$ cat src/rtl/main_memory_ctrl.sv
// Harvard main memory: instruction and data banks behind one req/done handshake
// with a fixed access latency. Define MAIN_MEM_RANGE_CHECK_EN to flag address >= DEPTH with err.
module main_memory_ctrl #(
    parameter int DATA_W = 13,
    parameter int ADDR_W = 4,
    parameter int DEPTH  = 13,
    parameter int LAT    = 2
) (
    input  logic              clk,
    input  logic              reset,
    input  logic              req,
    input  logic              write,
    input  logic              instruction,
    input  logic [ADDR_W-1:0] address,
    input  logic [DATA_W-1:0] dataIn,
    output logic [DATA_W-1:0] dataOut,
    output logic              done,
    output logic              busy,
    output logic              err,
    input  logic              preload_en,
    input  logic [ADDR_W-1:0] preload_index,
    input  logic [DATA_W-1:0] preload_data
);

    localparam int CNT_W = $clog2(LAT) + 1;
    localparam logic [CNT_W-1:0] CNT_LOAD = CNT_W'(LAT - 1);

    typedef enum logic [1:0] {IDLE, BUSY, DONE} state_t;

    state_t            state;
    state_t            next_state;
    logic [CNT_W-1:0]  cnt;
    logic              err_q;
    logic              accept;
    logic              exec;
    logic              err_calc;
    logic [DATA_W-1:0] rd_word;

    logic              write_p0;
    logic              instr_p0;
    logic [ADDR_W-1:0] addr_p0;
    logic [DATA_W-1:0] data_p0;

    logic [DATA_W-1:0] imem [DEPTH];
    logic [DATA_W-1:0] dmem [DEPTH];

    function automatic logic in_range(input logic [ADDR_W-1:0] a);
        return 32'(a) < 32'(DEPTH);
    endfunction

    assign accept = req && (state != BUSY);
    assign exec   = (state == BUSY) && (cnt == '0);

    always_ff @(posedge clk or negedge reset) begin
        if (!reset) begin
            state <= IDLE;
        end else begin
            state <= next_state;
        end
    end

    always_comb begin
        next_state = state;
        case (state)
            IDLE:    if (req) next_state = BUSY;
            BUSY:    if (cnt == '0) next_state = DONE;
            DONE:    next_state = req ? BUSY : IDLE;
            default: next_state = IDLE;
        endcase
    end

    always_comb begin
        busy = (state == BUSY);
        done = (state == DONE);
        err  = (state == DONE) && err_q;
    end

    // Request capture stage: live inputs are ignored once the access is in flight.
    always_ff @(posedge clk) begin
        if (accept) begin
            write_p0 <= write;
            instr_p0 <= instruction;
            addr_p0  <= address;
            data_p0  <= dataIn;
        end
    end

    always_ff @(posedge clk or negedge reset) begin
        if (!reset) begin
            cnt <= '0;
        end else if (accept) begin
            cnt <= CNT_LOAD;
        end else if ((state == BUSY) && (cnt != '0)) begin
            cnt <= cnt - 1'b1;
        end
    end

    always_comb begin
`ifdef MAIN_MEM_RANGE_CHECK_EN
        err_calc = (write_p0 && instr_p0) || !in_range(addr_p0);
`else
        err_calc = write_p0 && instr_p0;
`endif
    end

    always_comb begin
        rd_word = '0;
        if (in_range(addr_p0)) begin
            rd_word = instr_p0 ? imem[addr_p0] : dmem[addr_p0];
        end
    end

    // Completion stage: the access takes effect at the edge the counter expires.
    always_ff @(posedge clk or negedge reset) begin
        if (!reset) begin
            dataOut <= '0;
            err_q   <= 1'b0;
        end else if (exec) begin
            err_q <= err_calc;
            if (!write_p0) begin
                dataOut <= rd_word;
            end
        end
    end

    always_ff @(posedge clk or negedge reset) begin
        if (!reset) begin
            for (int i = 0; i < DEPTH; i++) begin
                dmem[i] <= '0;
            end
        end else if (exec && write_p0 && !instr_p0 && in_range(addr_p0)) begin
            dmem[addr_p0] <= data_p0;
        end
    end

    // The instruction bank keeps its contents through reset; reset only blocks preloads.
    always_ff @(posedge clk or negedge reset) begin
        if (!reset) begin
        end else if (preload_en && in_range(preload_index)) begin
            imem[preload_index] <= preload_data;
        end
    end

endmodule

$ cat config.mk
export PLATFORM = sky130hd
export DESIGN_NAME = main_memory_ctrl
export DESIGN_NICKNAME = d
export VERILOG_FILES = /design/src/rtl/main_memory_ctrl.sv
export SDC_FILE = /design/constraint.sdc
export NUM_CORES = 1
export LEC_CHECK = 0
export ABC_AREA = 1
export CAP_MARGIN = 0
export CORE_MARGIN = 4
export CORE_UTILIZATION = 65
export DETAILED_ROUTE_END_ITERATION = 10
export PLACE_DENSITY = 0.86
export SKIP_CTS_REPAIR_TIMING = 1
export SYNTH_ARGS = -nofsm -noshare
export SYNTH_HDL_FRONTEND = slang
export SYNTH_SLANG_ARGS = --single-unit
$ cat constraint.sdc
create_clock -name clk -period 6.1 [get_ports clk]
set_input_delay 1.22 -clock clk [delete_from_list [all_inputs] [get_ports clk]]
set_output_delay 1.22 -clock clk [all_outputs]
set_load 0.1 [all_outputs]
# Yosys cells after proc, flatten, opt, wreduce, memory -nomap -nowiden
# Memories as Yosys holds them, arrays and structs flattened. A register that Yosys moved wholly into a read port is not among the register bits.
# Index checks and enable logic that the tools add are counted.
[op_classes] addsub=1 mul=0 div_mod_pow=0 order_cmp=4 n_eq_ne=5 n_shift=0 muxes=17 n_bitwise=2 reduce_logical=18
[op_table] operator="$bwmux 169" count=1
[op_table] operator="$mux 13" count=5
[op_table] operator="$bmux 13 s4" count=1
[op_table] operator="$demux 13 s4" count=1
[op_table] operator="$logic_and 1x1->1" count=11
[op_table] operator="$lt 4x4->1 const B" count=2
[op_table] operator="$mux 2" count=4
[op_table] operator="$pmux 2 s3" count=1
[op_table] operator="$ge 5x5->1 const B" count=1
[op_table] operator="$lt 5x1->1 const B" count=1
[op_table] operator="$not 4->5" count=1
[op_table] operator="$logic_not 2->1" count=2
[op_table] operator="$mux 4" count=1
[op_table] operator="$ne 2x1->1 const B" count=2
[op_table] operator="$reduce_and 2->1" count=2
[op_table] operator="$reduce_bool 2->1" count=2
[op_table] operator="$mux 1" count=3
[op_table] operator="$eq 2x1->1 const B" count=1
[op_table] operator="$eq 2x2->1 const B" count=1
[op_table] operator="$ne 2x2->1 const B" count=1
[op_table] operator="$sub 2x1->2 const B" count=1
[op_table] operator="$logic_not 1->1" count=1
[op_table] operator="$not 1->1" count=1
[word_totals] ff_bits=206 latch_bits=0 ramBits=169 romBits=0 out_inout_bits=16 word_cells=69 memories=1
[mem_list] name="imem" words=13 word_bits=13 rd=1 rd_clocked_by_memory_dff=1 wr=1 line="44" text="logic [DATA_W-1:0] imem [DEPTH];"

# Logic depth before layout (Yosys ltp)
[logic_depth] ltp_word=6 ltp_mapped=13

# Worst setup path after synthesis
# OpenSTA, ideal clock, no wires.
[synth_path] path_type="register to output" startpoint="register state[0]" endpoint="output port err" arrival_ns=2.475 t_required_ns=4.880 path_slack_ns=2.405 stages_incl_launch_ff=2 n_path_buf=0 cell_sequence="dfrtp_1 > nor3_1"
[synth_via] elab_chain_cells=2
[synth_lines] element="from (decl)" line="30" text="state_t state;"
[synth_lines] element="from (signal assigned)" line="58" text="state <= next_state;"
[synth_lines] element="$eq 2x2->1" line="75" text="err = (state == DONE) && err_q;"
[synth_lines] element="$logic_and 1x1->1" line="75"
[synth_lines] element="to (decl)" line="19" text="output logic err,"
# No other way between the ends.

# Worst setup path after layout
[layout_path] startpoint="register state[1]" endpoint="output port busy"
[layout_via] elab_chain_cells=1
[layout_lines] element="$eq 2x1->1" line="73" text="busy = (state == BUSY);"
[layout_lines] element="to (decl)" line="18" text="output logic busy,"
# No other way between the ends.

==> flow_metrics.tcl <==
set metrics [dict create \
    status "finished clean" \
    crit_fanout 3 \
    hold_viol 0 \
    synth_area_um2 16600 \
    num_antenna_cells 0 \
    detail-route-antenna-nets 0 \
    start_kind "flop" \
    rsz0062_at_grt "false" \
    dieWidth_um 168 \
    fmaxAchievable_ghz 0.280 \
    numCtsBuffers 38 \
    ys_ff_latch 379 \
    grt_pass1_wl_um 67400 \
    cap_violations 0 \
    setup_viol 0 \
    initial_core_util_pct 65.9 \
    first_iter_violations 1826 \
    postLayoutCoreUtil_pct 73.2 \
    synthesis.nets 1843 \
    wl_per_cell_um 19.8 \
    share_seq_of_total_power_pct 41.4 \
    path_cells "inv_1 -> nand2_2 -> inv_1 -> clkdlybuf4s50_1" \
    synth_warnings 0 \
    worst_setup_path_end_kind "output port" \
    grt_overflow 0 \
    clockBufferDepth 3 \
    place_hpwl_um 25100 \
    worst_skew_pair.late_latency_ps 530 \
    drive_gt1_share_pct 6.49 \
    worst_pin_slew_ps 1250 \
    cts.sink_count 379 \
    route.detailed.drc 0 \
    leakage_nw 8.15 \
    rows 58 \
    cp.required_ps 4880 \
    p_per_area_nw_per_um2 430 \
    num_vias 12919 \
    cp.arrival_ps 2350 \
    seq_area_frac_synth_pct 62.8 \
    n_fill_cell 1671 \
    intPower_mw 5.07 \
    p_switching_mw 2.82 \
    sw_frac_of_total_pct 35.8 \
    drtPass1Iterations 6 \
    clk_pin_slew_ps 60 \
    drt-total-wl_um 42900 \
    numPortBuffers 55 \
    vias_per_cell 5.97 \
    multi_input_area_um2 5430 \
    pwr-share-clk_pct 30.4 \
    grt_start_max_net_pins 80 \
    io-pin-count 56 \
    vdd_ir_drop_max_uv 595 \
    grtUsageTotal_pct 30.3 \
    drv_slew 0 \
    ff_latch_area_um2 10400 \
    finalSetupTns_ps 0 \
    worstSetupPathType "flop to output port" \
    htreeDepth 2 \
    min_period_over_period_pct 58.6 \
    cts_tree "yes" \
    ctsRootBufferMaster "clkbuf_16" \
    synth_cell_types 27 \
    final_cell_mix "nand2_1, edfxtp_1, dfrtp_1, nor2_1, o21ai_1" \
    finalNetCount 1845 \
    combinationalPowerShare_pct 28.2 \
    die_area_um2 28100 \
    fin_area_um2 18400 \
    die_h_um 168 \
    core_area_um2 25100 \
    dpl_cell_area_um2 17100 \
    grt_pass1_vias 12582 \
    final_common_cell "nand2_1" \
    finalCriticalPeriod_ps 3570 \
    syn_inst 1802 \
    worst_path_max_delay_cell "clkdlybuf4s50_1" \
    fin_worst_skew_ps 22.3 \
    maxSlewHeadroom_pct 16.3 \
    syn2layout_area_growth_pct 11.0 \
    avgSynthCellArea_um2 9.19 \
    gp_congestion 0.850 \
    hp-class "flop to flop" \
    cp_common_cell "inv_1" \
    max_stage_delay_ps 1150 \
    antenna_found_initial 0 \
]
cell usage after synthesis:
| cell type | count | area, um2 |
|---|---|---|
| clkinv_1 | 1 | 3.75 |
| nand2_4 | 10 | 113 |
| inv_2 | 2 | 7.51 |
| buf_1 | 5 | 18.8 |
| nand2_2 | 4 | 25.0 |
| o21ai_1 | 152 | 761 |
| buf_2 | 29 | 145 |
| nor2_1 | 170 | 638 |
| nor3_1 | 3 | 15.0 |
| dfxtp_1 | 4 | 80.1 |
| o21ai_0 | 65 | 325 |
| edfxtp_1 | 188 | 5650 |
| inv_1 | 48 | 180 |
| dfrtp_1 | 187 | 4680 |
| clkbuf_1 | 57 | 214 |
| buf_4 | 2 | 15.0 |
| o22ai_1 | 1 | 6.26 |
| nand3_1 | 81 | 405 |
| nor2_2 | 3 | 18.8 |
| o21ai_2 | 18 | 158 |
| nand2_1 | 737 | 2770 |
| ha_1 | 1 | 12.5 |
| buf_6 | 13 | 146 |
| nor2_4 | 4 | 45.0 |
| nand4_4 | 1 | 21.3 |
| a21oi_1 | 14 | 70.1 |
| nor2_8 | 2 | 40.0 |
kinds of logic after synthesis:
kind of cell               count (synthesis)  synth area share [%]
and+or+nand+nor                         1015                  24.7
AOI/OAI and AO/OA                        250                  7.97
buffers and inverters                    157                  4.41
adders and majority gates                  1                0.0756
DFF                                      379                  62.8
path summary, 6_finish.rpt:
check,from,end,slack (ps),cells after the start
worst max-delay path,state[1],busy,2530,4
worst min-delay path,dmem[125],dmem[125],480,2
max in group asynchronous,reset,dmem[36],4180,2
worst max register to register,addr_p0[0],dmem[134],3150,8
worst min register to register,dmem[125],dmem[125],480,2
min in group asynchronous,reset,dmem[27],590,1
state kept, by name, summed over array words and instances (netlist names), named ones only:
| name | count |
|---|---|
| addr_p0 | 4 |
| cnt | 2 |
| dataOut | 13 |
| data_p0 | 13 |
| dmem | 169 |
| err_q | 1 |
| imem | 169 |
| instr_p0 | 1 |
| state | 2 |
| write_p0 | 1 |
per-stage QoR:
step           hold slack [ps]  power, mW  setup slack, ps  instances
2_1_floorplan              455       4.84             2410       1802
3_3_place_gp               463       5.37             2580       2094
3_5_place_dp               469       5.47             2460       2094
4_1_cts                    484       7.86             2520       2164
5_1_grt                    504       8.25             2470       2164
6_report                   481       7.90             2530       2164
power by group through the flow:
| stage | Sequential [mW] | Clock [mW] | Combinational [mW] |
|---|---|---|---|
| after detailed placement | 3.31 | 0 | 2.16 |
| after floorplan | 3.53 | 0 | 1.30 |
| final | 3.27 | 2.40 | 2.22 |
| after global routing | 3.30 | 2.52 | 2.42 |
| after global placement | 3.28 | 0 | 2.08 |
| after CTS | 3.26 | 2.41 | 2.19 |
final cells by class:
| cell class | instances | share of cell area [%] |
|---|---|---|
| Timing Repair Buffer | 68 | 3.55 |
| Inverter | 51 | 1.04 |
| Tap cell | 330 | 2.25 |
| Clock inverter | 15 | 1.04 |
| Clock buffer | 55 | 5.96 |
| Sequential cell | 379 | 56.6 |
| Multi-Input combinational cell | 1266 | 29.5 |
worst max-delay path: cells and delay by family (launching register included):
family / cells / cell delay [ps]
DFF: 1 / 350
and+or+nand+nor: 1 / 100
buffers and inverters: 3 / 1370
per-layer routing:
metal  wire length (um)  up-vias  global-route usage, %
met2              20800      825                   50.1
met4               2220        0                   15.3
met1              15600     6076                   39.3
li1                   -     5863                      -
met5                  0        -                      0
met3               4280      155                   4.93
(Power assumes the default switching activity.)
